### config.mk
export PLATFORM = sky130hd
export DESIGN_NAME = fetch_decode_buffer_flat
export DESIGN_NICKNAME = d
export VERILOG_FILES = /design/src/rtl/fetch_decode_buffer_if.sv /design/src/rtl/fetch_decode_buffer.sv /design/src/flat_wrapper.sv
export SDC_FILE = /design/constraint.sdc
export NUM_CORES = 1
export LEC_CHECK = 0
export ABC_CLOCK_PERIOD_IN_PS = 5700
export BUFFER_PORTS_ARGS = -buffer_cell sky130_fd_sc_hd__clkbuf_2
export CORE_MARGIN = 5
export CORE_UTILIZATION = 35
export DETAILED_ROUTE_END_ITERATION = 10
export GPL_ROUTABILITY_DRIVEN = 1
export PLACE_DENSITY = 0.58
export SYNTH_ARGS = -nofsm -noshare
export SYNTH_HDL_FRONTEND = slang
export SYNTH_SLANG_ARGS = --single-unit
### constraint.sdc
create_clock -name clk -period 5.7 [get_ports clk]
set_input_delay 0.57 -clock clk [delete_from_list [all_inputs] [get_ports clk]]
set_output_delay 0.57 -clock clk [all_outputs]
set_load 0.02 [all_outputs]
### src/rtl/fetch_decode_buffer_if.sv
// Fetch -> buffer -> decode handshake bundle, plus squash notification and status.
// master: fetch/decode/squash side; slave: the buffer itself.
interface fetch_decode_buffer_if #(
    parameter int p_seq_num_bits = 5,
    parameter int p_depth        = 4
);
    localparam int CW = $clog2(p_depth) + 1;

    logic [31:0]               f_inst;
    logic [31:0]               f_pc;
    logic [p_seq_num_bits-1:0] f_seq_num;
    logic                      f_val;
    logic                      f_rdy;

    logic [31:0]               d_inst;
    logic [31:0]               d_pc;
    logic [p_seq_num_bits-1:0] d_seq_num;
    logic                      d_val;
    logic                      d_rdy;

    logic                      squash_val;
    logic [p_seq_num_bits-1:0] squash_seq_num;

    logic [CW-1:0]             count;
    logic                      seq_err;

    modport master (
        output f_inst, f_pc, f_seq_num, f_val, d_rdy, squash_val, squash_seq_num,
        input  f_rdy, d_inst, d_pc, d_seq_num, d_val, count, seq_err
    );

    modport slave (
        input  f_inst, f_pc, f_seq_num, f_val, d_rdy, squash_val, squash_seq_num,
        output f_rdy, d_inst, d_pc, d_seq_num, d_val, count, seq_err
    );
endinterface

### src/rtl/fetch_decode_buffer.sv
// Elastic in-order instruction queue between fetch and decode, with squash flush and
// sequence-number continuity check. Define FETCH_DECODE_BUFFER_BYPASS_EN for empty-queue bypass.
module fetch_decode_buffer #(
    parameter int p_seq_num_bits = 5,
    parameter int p_depth        = 4
) (
    input  logic                  clk,
    input  logic                  rst,
    fetch_decode_buffer_if.slave  io
);
    localparam int AW = $clog2(p_depth);
    localparam int PW = AW + 1;

    logic [31:0]               inst_mem_q [p_depth];
    logic [31:0]               pc_mem_q   [p_depth];
    logic [p_seq_num_bits-1:0] seq_mem_q  [p_depth];

    logic [PW-1:0]             rptr_q, rptr_d;
    logic [PW-1:0]             wptr_q, wptr_d;
    logic [p_seq_num_bits-1:0] exp_seq_q, exp_seq_d;
    logic                      resync_q, resync_d;
    logic                      seq_err_q, seq_err_d;

    logic empty;
    logic full;
    logic accept;
    logic deq;
    logic wr_en;

    always_comb begin
        empty  = (rptr_q == wptr_q);
        full   = (rptr_q[AW-1:0] == wptr_q[AW-1:0]) && (rptr_q[AW] != wptr_q[AW]);
        accept = io.f_val && !full && !io.squash_val;
        deq    = !empty && io.d_rdy && !io.squash_val;
`ifdef FETCH_DECODE_BUFFER_BYPASS_EN
        // An accepted message that decode takes straight off the bypass never touches storage.
        wr_en  = accept && !(empty && io.d_rdy);
`else
        wr_en  = accept;
`endif
    end

    always_comb begin
        rptr_d    = rptr_q;
        wptr_d    = wptr_q;
        exp_seq_d = exp_seq_q;
        resync_d  = resync_q;
        seq_err_d = seq_err_q;
        if (io.squash_val) begin
            rptr_d   = wptr_q;
            resync_d = 1'b1;
        end else begin
            if (deq)   rptr_d = rptr_q + PW'(1);
            if (wr_en) wptr_d = wptr_q + PW'(1);
            if (accept) begin
                if (!resync_q && (io.f_seq_num != exp_seq_q)) seq_err_d = 1'b1;
                exp_seq_d = io.f_seq_num + p_seq_num_bits'(1);
                resync_d  = 1'b0;
            end
        end
    end

    always_ff @(posedge clk or negedge rst) begin
        if (!rst) begin
            rptr_q    <= '0;
            wptr_q    <= '0;
            exp_seq_q <= '0;
            resync_q  <= 1'b1;
            seq_err_q <= 1'b0;
        end else begin
            rptr_q    <= rptr_d;
            wptr_q    <= wptr_d;
            exp_seq_q <= exp_seq_d;
            resync_q  <= resync_d;
            seq_err_q <= seq_err_d;
        end
    end

    always_ff @(posedge clk) begin
        if (wr_en) begin
            inst_mem_q[wptr_q[AW-1:0]] <= io.f_inst;
            pc_mem_q[wptr_q[AW-1:0]]   <= io.f_pc;
            seq_mem_q[wptr_q[AW-1:0]]  <= io.f_seq_num;
        end
    end

    always_comb begin
        io.f_rdy   = !full;
        io.count   = wptr_q - rptr_q;
        io.seq_err = seq_err_q;
`ifdef FETCH_DECODE_BUFFER_BYPASS_EN
        if (empty) begin
            io.d_val     = io.f_val && !io.squash_val;
            io.d_inst    = io.f_inst;
            io.d_pc      = io.f_pc;
            io.d_seq_num = io.f_seq_num;
        end else begin
            io.d_val     = 1'b1;
            io.d_inst    = inst_mem_q[rptr_q[AW-1:0]];
            io.d_pc      = pc_mem_q[rptr_q[AW-1:0]];
            io.d_seq_num = seq_mem_q[rptr_q[AW-1:0]];
        end
`else
        io.d_val     = !empty;
        io.d_inst    = inst_mem_q[rptr_q[AW-1:0]];
        io.d_pc      = pc_mem_q[rptr_q[AW-1:0]];
        io.d_seq_num = seq_mem_q[rptr_q[AW-1:0]];
`endif
    end
endmodule

### src/flat_wrapper.sv
// flat-port wrapper written by rule: the top's interface ports become plain ports
module fetch_decode_buffer_flat 
#(
    parameter int p_seq_num_bits = 5,
    parameter int p_depth        = 4
)
  (clk, rst, io_f_inst, io_f_pc, io_f_seq_num, io_f_val, io_d_rdy, io_squash_val, io_squash_seq_num, io_f_rdy, io_d_inst, io_d_pc, io_d_seq_num, io_d_val, io_count, io_seq_err);
  fetch_decode_buffer_if #(.p_seq_num_bits(p_seq_num_bits), .p_depth(p_depth)) io_i ();
  input  logic clk;
  input  logic rst;
  input wire logic [$bits(io_i.f_inst)-1:0] io_f_inst;
  input wire logic [$bits(io_i.f_pc)-1:0] io_f_pc;
  input wire logic [$bits(io_i.f_seq_num)-1:0] io_f_seq_num;
  input wire logic [$bits(io_i.f_val)-1:0] io_f_val;
  input wire logic [$bits(io_i.d_rdy)-1:0] io_d_rdy;
  input wire logic [$bits(io_i.squash_val)-1:0] io_squash_val;
  input wire logic [$bits(io_i.squash_seq_num)-1:0] io_squash_seq_num;
  output wire logic [$bits(io_i.f_rdy)-1:0] io_f_rdy;
  output wire logic [$bits(io_i.d_inst)-1:0] io_d_inst;
  output wire logic [$bits(io_i.d_pc)-1:0] io_d_pc;
  output wire logic [$bits(io_i.d_seq_num)-1:0] io_d_seq_num;
  output wire logic [$bits(io_i.d_val)-1:0] io_d_val;
  output wire logic [$bits(io_i.count)-1:0] io_count;
  output wire logic [$bits(io_i.seq_err)-1:0] io_seq_err;
  assign io_i.f_inst = io_f_inst;
  assign io_i.f_pc = io_f_pc;
  assign io_i.f_seq_num = io_f_seq_num;
  assign io_i.f_val = io_f_val;
  assign io_i.d_rdy = io_d_rdy;
  assign io_i.squash_val = io_squash_val;
  assign io_i.squash_seq_num = io_squash_seq_num;
  assign io_f_rdy = io_i.f_rdy;
  assign io_d_inst = io_i.d_inst;
  assign io_d_pc = io_i.d_pc;
  assign io_d_seq_num = io_i.d_seq_num;
  assign io_d_val = io_i.d_val;
  assign io_count = io_i.count;
  assign io_seq_err = io_i.seq_err;
  fetch_decode_buffer #(.p_seq_num_bits(p_seq_num_bits), .p_depth(p_depth)) u_core (.clk(clk), .rst(rst), .io(io_i));
endmodule
### Word level (Yosys, flattened, before mapping)

Memory sizes are Yosys's and may differ from the RTL's.
Index checks and enable logic that the tools add are counted.

| cells by class | value |
|---|---|
| add/subtract/negate cells | 4 |
| eq/ne operators | 4 |
| mux-type cells | 6 |
| bitwise operators | 1 |
| reduce and logical (&&, ||, !) cells | 14 |

Operators by type and width:

| cell | count |
|---|---|
| 3-bit by 1-bit adder with 3-bit output, second input constant | 2 |
| 1-bit logical AND | 6 |
| 3-bit 2-to-1 mux | 2 |
| 5-bit by 1-bit adder with 5-bit output, second input constant | 1 |
| 5-bit inequality test | 1 |
| 1-bit logical NOT | 4 |
| 1-bit 2-to-1 mux | 4 |
| 2-bit nonzero test | 2 |
| 3-bit equality test | 1 |
| 3-bit AND reduction | 1 |
| 3-bit subtractor | 1 |
| 2-bit equality test | 1 |
| 2-bit AND reduction | 1 |
| 1-bit inequality test | 1 |
| 1-bit inverter | 1 |

| word-level totals | value |
|---|---|
| bits in registers | 13 |
| memory bits (writable) | 276 |
| input bits | 79 |
| logic and storage cells | 37 |
| memories kept | 3 |

Memory list:

| memory | words | bits a word | rd ports | clocked after memory_dff | write ports | RTL line | RTL |
|---|---|---|---|---|---|---|---|
| u_core.inst_mem_q | 4 | 32 | 1 | 0 | 1 | fetch_decode_buffer.sv:14 | `logic [31:0] inst_mem_q [p_depth];` |
| u_core.pc_mem_q | 4 | 32 | 1 | 0 | 1 | fetch_decode_buffer.sv:15 | `logic [31:0] pc_mem_q [p_depth];` |
| u_core.seq_mem_q | 4 | 5 | 1 | 0 | 1 | fetch_decode_buffer.sv:16 | `logic [p_seq_num_bits-1:0] seq_mem_q [p_depth];` |

### Depth between registers and ports, before layout

Gate-level depths: netlist of run 1.

| logic depth | value |
|---|---|
| depth after elaboration | 7 |
| depth in mapped cells | 6 |
| gate-level depth less buffers | 5 |

### Worst setup path after synthesis of run 1

Ideal clock, no wire load.

| timing | value |
|---|---|
| path type | register -> register |
| start | register u_core.rptr_q[1] |
| end | memory u_core.inst_mem_q[0][0], enable pin |
| setup time | 0.435 ns |
| arrival time | 3.052 ns |
| data required time | 5.265 ns |
| path slack | 2.213 ns |
| cell stages (with the launch flop) | 7 |
| buffers on the path | 1 |
| clock period less this slack | 3.487 ns |
| path through | dfrtp_1 -> clkbuf_1 -> inv_1 -> ha_1 -> and2_1 -> nand2_1 -> and3_1 |

| on the way | value |
|---|---|
| longest elaborated chain between the ends | 7 |

Ends and longest elaborated chain:

| element | RTL line | RTL |
|---|---|---|
| start, declared | fetch_decode_buffer.sv:18 | `logic [PW-1:0] rptr_q, rptr_d;` |
| start signal, assigned | fetch_decode_buffer.sv:71 | `rptr_q <= rptr_d;` |
| 2-bit equality test | fetch_decode_buffer.sv:32 | `full = (rptr_q[AW-1:0] == wptr_q[AW-1:0]) && (rptr_q[AW] != wptr_q[AW]);` |
| 1-bit logical AND | fetch_decode_buffer.sv:32 |  |
| 1-bit logical NOT | - |  |
| named net io_f_rdy | flat_wrapper.sv:18 | `output wire logic [$bits(io_i.f_rdy)-1:0] io_f_rdy;` |
| 1-bit logical AND (2 in a row) | fetch_decode_buffer.sv:33 | `accept = io.f_val && !full && !io.squash_val;` |
| 1-bit 2-to-1 mux | fetch_decode_buffer.sv:80 | `if (wr_en) begin` |
| 1-bit 2-to-1 mux (implied by the code) | fetch_decode_buffer.sv:81 | `inst_mem_q[wptr_q[AW-1:0]] <= io.f_inst;` |
| end, declared | fetch_decode_buffer.sv:14 |  |

The timed path passes the listed nets, and every way through them passes these cells.

### Worst setup path in the final report of run 1

| timing | value |
|---|---|
| start | register u_core.rptr_q[0] |
| end | output io_d_inst[2] |

| on the way | value |
|---|---|
| longest elaborated chain between the ends | 1 |

Ends and longest elaborated chain:

| element | RTL line | RTL |
|---|---|---|
| memory 4 x 32 bit | - |  |
| end, declared | flat_wrapper.sv:19 | `output wire logic [$bits(io_i.d_inst)-1:0] io_d_inst;` |

Every way passes these cells.

==> results of run 1 <==
## critical path, stage by stage, from the launching register on
cell and delay [ps]:
dfrtp_4 970, buf_4 690, mux4_2 620, clkbuf_2 180
## metrics by stage
stage | power, mW | setup WS (ps) | area (um^2)
CTS | 6.727 | 1912 | 12930
floorplan | 4.264 | 2213 | 10810
detailed placement | 4.942 | 2379 | 12020
global placement | 4.898 | 2463 | 12020
global route | 6.954 | 1759 | 12930
finish | 6.597 | 2091 | 12930
## power groups by stage
stage          Clock [mW]  Sequential, mW  Combinational (mW)
5_1_grt              1.91            2.91                2.13
3_3_place_gp            0            2.90                2.00
2_1_floorplan           0            2.76                1.51
6_report             1.77            2.87                1.97
4_1_cts              1.82            2.88                2.02
3_5_place_dp            0            2.93                2.02
## cell type report
class                      count  share of cell area (%)
multi-input combinational    132                   16.34
clock buffer                  37                   6.176
inverter                       8                  0.2323
tap                          396                   3.833
sequential                   289                   66.70
clock inverter                14                  0.7357
timing repair buffer         152                   5.982
## cells in the final DEF, fill, tap and decap left out, types with 2 or more instances in the layout
master,count
a21oi_1,2
ha_1,8
nand3_1,4
dfrtp_4,2
clkbuf_2,148
nor3_1,2
clkinv_2,4
clkbuf_16,31
edfxtp_1,276
dfrtp_1,10
nand2_1,6
xor2_1,8
inv_1,8
mux4_2,69
buf_4,3
nor2_1,2
mux2_2,5
clkinvlp_4,3
clkinv_1,6
xnor2_1,4
clkbuf_1,6
and3_4,3
## worst paths after layout
path,from,to,cells past startpoint
worst max-delay path,u_core.rptr_q[0]$_DFFE_PN0P_,io_d_inst[2],3
worst min-delay path,io_f_inst[26],u_core.inst_mem_q[1][26]$_DFFE_PP_,1
worst max register to register,u_core.rptr_q[0]$_DFFE_PN0P_,u_core.inst_mem_q[3][6]$_DFFE_PP_,4
worst min register to register,u_core.resync_q$_DFFE_PN1P_,u_core.resync_q$_DFFE_PN1P_,1
max in group asynchronous,rst,u_core.resync_q$_DFFE_PN1P_,2
min in group asynchronous,rst,u_core.exp_seq_q[3]$_DFFE_PN0P_,2
## repair_timing
item	in CTS	in global routing
hold buffers	1	0
hold endpoints to repair	12	0
resized for setup	0	0
## sequential cells by signal, summed over array words and instances (netlist names)
| register | count |
|---|---|
| u_core.exp_seq_q | 5 |
| u_core.wptr_q | 3 |
| u_core.pc_mem_q | 128 |
| u_core.rptr_q | 3 |
| u_core.io.seq_err | 1 |
| u_core.resync_q | 1 |
| u_core.seq_mem_q | 20 |
| u_core.inst_mem_q | 128 |
## cells by family after synthesis
| kind of cell | after synthesis |
|---|---|
| compound gates | 13 |
| buf+inv | 25 |
| simple gates | 22 |
| fa+ha+maj | 9 |
| flops | 289 |
| xor+xnor | 13 |
| mux | 75 |
## routing by layer
| layer | vias up | global-route usage (%) | routed length [um] |
|---|---|---|---|
| met1 | 2579 | 14.57 | 8084 |
| met3 | 37 | 3.010 | 1282 |
| li1 | 2220 | - | - |
| met2 | 142 | 20.45 | 10370 |
| met5 | - | 0 | 0 |
| met4 | 0 | 2.798 | 458 |
==> out/qor.csv, run 1 <==
metric,value,unit
drc_errors,0,
maxSlewHeadroom,25.31,%
yosysUniqueCellTypes,37,
cts_tree,built,
grt_max_degree,70,
clk_latency,540,ps
startpoint_type,register,
cts_root_buf,clkbuf_16,
comb_power_share,29.8,%
firstDrtPassIters,4,
synth_top_area_share,76.66,%
drtAntennaViolNets,0,
via_count,4978,
synth_area_leaders,"edfxtp_1, mux4_2, dfrtp_1",
grt_pass1_vias,5576,
via_per_inst,4.842,
htreeDepth,1,
ys_warn_count,0,
synth-adder-area-share,1.111,%
synth_compound_area_share,1.030,%
path_clk_slew,60,ps
die_w,185.8,um
dp.cells,976,
synth_commonest_cells,"edfxtp_1, mux4_2, dfrtp_1",
hold_viol,0,
seq_power_share,43.4,%
synth-seq-cells,289,
ir_drop,0.6136,mV
finish.utilization,42.37,%
skew,14.72,ps
syn-cell-area,10810,um^2
gp_congestion,0.7770,
wl,20.20,mm
finalCritPeriodShare,63.31,%
clock_path_buffers,3,
p_sw_share,31.96,%
synth_ff_type,edfxtp_1,
tightest_slew,1120,ps
syn_to_final_growth,19.56,%
slew_violations,0,
drt-initial-drc-count,264,
power_density,510.3,nW/um^2
fin_nets,701,
cp_max_fo,40,
fmax,277.1,MHz
syn-mean-instance-area,24.24,um^2
rsz0062_at_grt,no,
dp_hpwl,11.95,mm
hold_slack,243.8,ps
setup_viol,0,
fp.dieH,185.8,um
status,"complete, no violations",
drive_gt1_share,43.35,%
drv_cap,0,
critPathKind,register to primary output,
muxShareOfSynthArea,14.99,%
cp-end-kind,primary output,
core,30510,um^2
instances_no_fill,1028,
wire_per_inst,19.65,um
layout_min_cycle_time,3609,ps
io_pins,154,
synthCells,446,
p_leak,4.413,nW
initial_utilization,35.44,%
grt_pass1_wl,31.15,mm
reg2reg_slack,2470,ps
synth-simple-area-share,1.076,%
cts_setup_buffers,0,
cts.sinks,289,
p_int,4.489,mW
async_flop_share,4.498,%
placementRows,64,
yosys.area.top_type,edfxtp_1,
yosysMostFrequentCell,edfxtp_1,
multiInputGateArea,2112,um^2
min_path_type,primary input to register,
grt_usage,11.66,%
io_buffers,148,
dieArea,34500,um^2
register_area,8622,um^2
crit_required,5130,ps
antennaDiodeCount,0,
finalSetupTns,0,ps
yosysSeqAreaShare,79.68,%
numCtsBuffers,30,
gr-total-overflow,0,
synth-xor-area-share,1.123,%
n_fill_cell,2668,
power_switching,2.108,mW
clockPowerShare,26.8,%
synth_top_family_by_area,multiplexers,
antenna_found_initial,0,
arrival,3040,ps
syn_nets,534,
synth_edf_count,276,
Note: power is estimated with default switching activity, not from simulation.
==> run 2: changes to the inputs <==
ABC_CLOCK_PERIOD_IN_PS = 3300   (was 5700)
PLACE_DENSITY = 0.6   (was 0.58)
clock period = 3.3 ns   (was 5.7 ns; I/O delays follow)
==> out/qor.csv, run 2 (synthesis gave the netlist of run 1 again) <==
metric,value,unit
htreeDepth,1,
arrival,2670,ps
crit_required,2970,ps
fin_nets,763,
rr_endpoint,u_core.pc_mem_q[1][19]$_DFFE_PP_,
grt_max_degree,74,
power_density,855.3,nW/um^2
status,"complete, no violations",
gp_congestion,0.8120,
cts_setup_buffers,0,
firstDrtPassIters,4,
cp_max_fo,37,
skew,12.75,ps
dieArea,34500,um^2
dp_hpwl,12.55,mm
ir_drop,0.7613,mV
n_fill_cell,2603,
register_area,8622,um^2
maxSlewHeadroom,56.47,%
drt-initial-drc-count,232,
p_leak,4.718,nW
hold_end,u_core.inst_mem_q[2][31]$_DFFE_PP_,
wl,21.32,mm
final_common_cell,edfxtp_1,
clock_path_buffers,3,
startpoint_type,register,
setup_viol,0,
finalCritPeriodShare,90.90,%
drv_cap,0,
path_clk_slew,60,ps
reg2reg_from,u_core.wptr_q[0]$_DFFE_PN0P_,
finalSetupTns,0,ps
grt_pass1_wl,32.69,mm
cp-end-kind,primary output,
cts_tree,built,
rsz0062_at_grt,no,
slew_violations,0,
hold_slack,27.74,ps
die_w,185.8,um
syn_to_final_growth,25.98,%
min_path_type,primary input to register,
drive_gt1_share,40.78,%
critPathKind,register to primary output,
io_pins,154,
cts.sinks,289,
cts_root_buf,clkbuf_16,
via_count,5299,
fp.dieH,185.8,um
fmax,333.4,MHz
clk_latency,540,ps
dp.cells,983,
gr-total-overflow,0,
io_buffers,148,
min_from,io_f_inst[31],
min_path_cells,1,
wire_per_inst,19.54,um
grt_usage,12.22,%
instances_no_fill,1091,
initial_utilization,35.44,%
drtAntennaViolNets,0,
cts_resized,0,
core,30510,um^2
grt_pass1_vias,5764,
placementRows,64,
multiInputGateArea,2112,um^2
drc_errors,0,
hold_viol,0,
crit_path_start,u_core.rptr_q[1]$_DFFE_PN0P_,
tightest_slew,653.0,ps
layout_min_cycle_time,3000,ps
antenna_found_initial,1,
numCtsBuffers,30,
ctsHoldBuffers,56,
r2r_cells,6,
final_cell_mix,"edfxtp_1, clkbuf_2, mux4_2",
via_per_inst,4.857,
reg2reg_slack,850,ps
## run 2: changes by cell type in the layout (fill, tap and decap cells not counted)
cell and change:
diode_2 +1, clkinvlp_4 -2, clkinv_4 +1, dlygate4sd3_1 +55, buf_12 +5, clkinv_2 +2, bufinv_16 +1, buf_4 +2
clkinv_1 -4, clkbuf_1 +2
## run 2: worst max-delay path by stage
stage,to,slack [ps],cells past startpoint
after floorplan,u_core.inst_mem_q[3][0]$_DFFE_PP_,280,5
after global placement,io_d_inst[30],860,4
after detailed placement,io_d_inst[31],820,4
after CTS,io_d_inst[30],230,4
after global routing,io_d_inst[31],170,4
final,io_d_inst[31],300,4
## run 2: worst max-delay path: stages, from the launching register on
cell      delay (ps)
dfrtp_4          400
buf_4            480
buf_4            600
mux4_2           440
clkbuf_2         180
## run 2: area by class of cell
type / count / share of cell area (%)
Antenna cell: 1 / 0.01837
Clock buffer: 39 / 5.916
Clock inverter: 12 / 0.8359
Inverter: 8 / 0.2205
Multi-Input combinational cell: 132 / 15.51
Sequential cell: 289 / 63.30
Tap cell: 396 / 3.638
Timing Repair Buffer: 214 / 10.56
## run 2: per-layer routing
metal | up-vias | part of all wire (%) | track usage (%)
met2 | 144 | 51 | 21.37
met3 | 29 | 5.6 | 2.756
met4 | 0 | 1.4 | 2.798
li1 | 2347 | - | -
met1 | 2779 | 42 | 15.67
met5 | - | 0 | 0
## run 2: stage by stage
stage               worst slack, ps  total power [mW]  util, %  area [um^2]
global route                  168.5             12.26    44.64        13620
global placement              858.7             8.544    39.78        12140
floorplan                     285.0             7.353        -        10820
CTS                           230.7             11.88    44.64        13620
finish                        300.2             11.65    44.64        13620
detailed placement            815.4             8.632    39.78        12140
## run 2: report_power, final
part | total (mW) | switching (mW) | internal [mW]
Clock | 3.15 | 1.29 | 1.86
Sequential | 4.70 | 0.151 | 4.55
Combinational | 3.80 | 2.27 | 1.53
==> run 3: changes to the inputs <==
RECOVER_POWER = 100   (was not set)
==> out/qor.csv, run 3 (synthesis gave the netlist of run 1 again) <==
metric,value,unit
status,"complete, no violations",
gp_congestion,0.8120,
r2r_cells,6,
cts_resized,0,
cts_root_buf,clkbuf_16,
min_path_type,primary input to register,
htreeDepth,1,
slew_violations,0,
clk_latency,540,ps
crit_end,io_d_inst[30],
ctsHoldBuffers,56,
drc_errors,0,
p_leak,4.286,nW
maxSlewHeadroom,21.32,%
reg2reg_slack,340,ps
antenna_found_initial,1,
min_path_cells,1,
grt_usage,12.22,%
drive_gt1_share,19.74,%
wl,21.26,mm
path_clk_slew,60,ps
via_per_inst,4.810,
cp-end-kind,primary output,
final_cell_mix,"edfxtp_1, clkbuf_1, mux4_2",
drtAntennaViolNets,0,
crit_required,2970,ps
wire_per_inst,19.48,um
die_w,185.8,um
cts_tree,built,
grt_max_degree,74,
arrival,2680,ps
placementRows,64,
reg2reg_from,u_core.wptr_q[0]$_DFFE_PN0P_,
critPathKind,register to primary output,
dieArea,34500,um^2
fin_nets,763,
drt-initial-drc-count,236,
drv_cap,0,
initial_utilization,35.44,%
io_pins,154,
clock_path_buffers,3,
tightest_slew,1168,ps
rsz0062_at_grt,no,
gr-total-overflow,0,
dp_hpwl,12.55,mm
core,30510,um^2
cts.sinks,289,
syn_to_final_growth,23.68,%
cts_setup_buffers,0,
n_fill_cell,2663,
finalSetupTns,0,ps
skew,12.10,ps
startpoint_type,register,
layout_min_cycle_time,3010,ps
rr_endpoint,u_core.pc_mem_q[2][25]$_DFFE_PP_,
firstDrtPassIters,4,
hold_slack,78.92,ps
via_count,5248,
finalCritPeriodShare,91.21,%
io_buffers,148,
hold_viol,0,
crit_path_start,u_core.rptr_q[1]$_DFFE_PN0P_,
cp_max_fo,37,
setup_viol,0,
fp.dieH,185.8,um
grt_pass1_vias,5764,
fmax,332.2,MHz
grt_pass1_wl,32.69,mm
ir_drop,0.7258,mV
final_common_cell,edfxtp_1,
power_density,855.8,nW/um^2
numCtsBuffers,30,
==> run 3: changes by cell type in the layout (fill, tap and decap cells not counted), sizes merged <==
cell	delta
buf	-5
clkbuf	+5
==> run 3: final cells by class <==
class	instances	area, um^2	area share [%]
flip-flops and latches	289	8622	64.48
multi-input cells	132	2090	15.63
repair buffers	214	1212	9.067
clock buffers	39	805.8	6.026
well taps	396	495.5	3.705
clock inverters	12	113.9	0.8515
inverters	8	30.03	0.2246
diodes	1	2.502	0.01871
==> run 3: power by group <==
part / leakage, nW / internal [mW] / switching [mW]
Clock: 0.451 / 1.86 / 1.29
Sequential: 2.65 / 4.56 / 0.150
Combinational: 1.18 / 1.34 / 2.24
==> run 3: stage by stage <==
| stage | util (%) | area [um^2] | power [mW] | std cells | setup slack, ps |
|---|---|---|---|---|---|
| 3_3_place_gp | 39.78 | 12140 | 8.544 | 983 | 858.7 |
| 4_1_cts | 44.64 | 13620 | 11.88 | 1090 | 230.7 |
| 3_5_place_dp | 39.78 | 12140 | 8.632 | 983 | 815.4 |
| 5_1_grt | 43.83 | 13370 | 12.06 | 1091 | 116.3 |
| 2_1_floorplan | - | 10820 | 7.353 | 446 | 285.0 |
| 6_report | 43.83 | 13370 | 11.44 | 1091 | 290.0 |
==> run 3: worst max-delay path: stages, from the launching register on <==
cell and delay [ps]:
dfrtp_4 400, buf_4 480, buf_4 600, mux4_2 430
clkbuf_1 200
==> run 3: metal layers <==
metal  GRT usage (%)  share of wire (%)
met5               0                  0
met3           2.756                5.6
met1           15.67                 41
met4           2.798                1.4
met2           21.37                 52
==> run 3: how the worst min path moves through the flow <==
stage	to	start	slack, ps
2_1_floorplan	u_core.exp_seq_q[0]$_DFFE_PN0P_	rst	30
3_3_place_gp	u_core.rptr_q[2]$_DFFE_PN0P_	rst	240
3_5_place_dp	u_core.wptr_q[2]$_DFFE_PN0P_	rst	250
4_1_cts	u_core.pc_mem_q[2][8]$_DFFE_PP_	io_f_pc[8]	0.2
5_1_grt	u_core.inst_mem_q[0][31]$_DFFE_PP_	io_f_inst[31]	70
6_report	u_core.pc_mem_q[1][24]$_DFFE_PP_	io_f_pc[24]	80
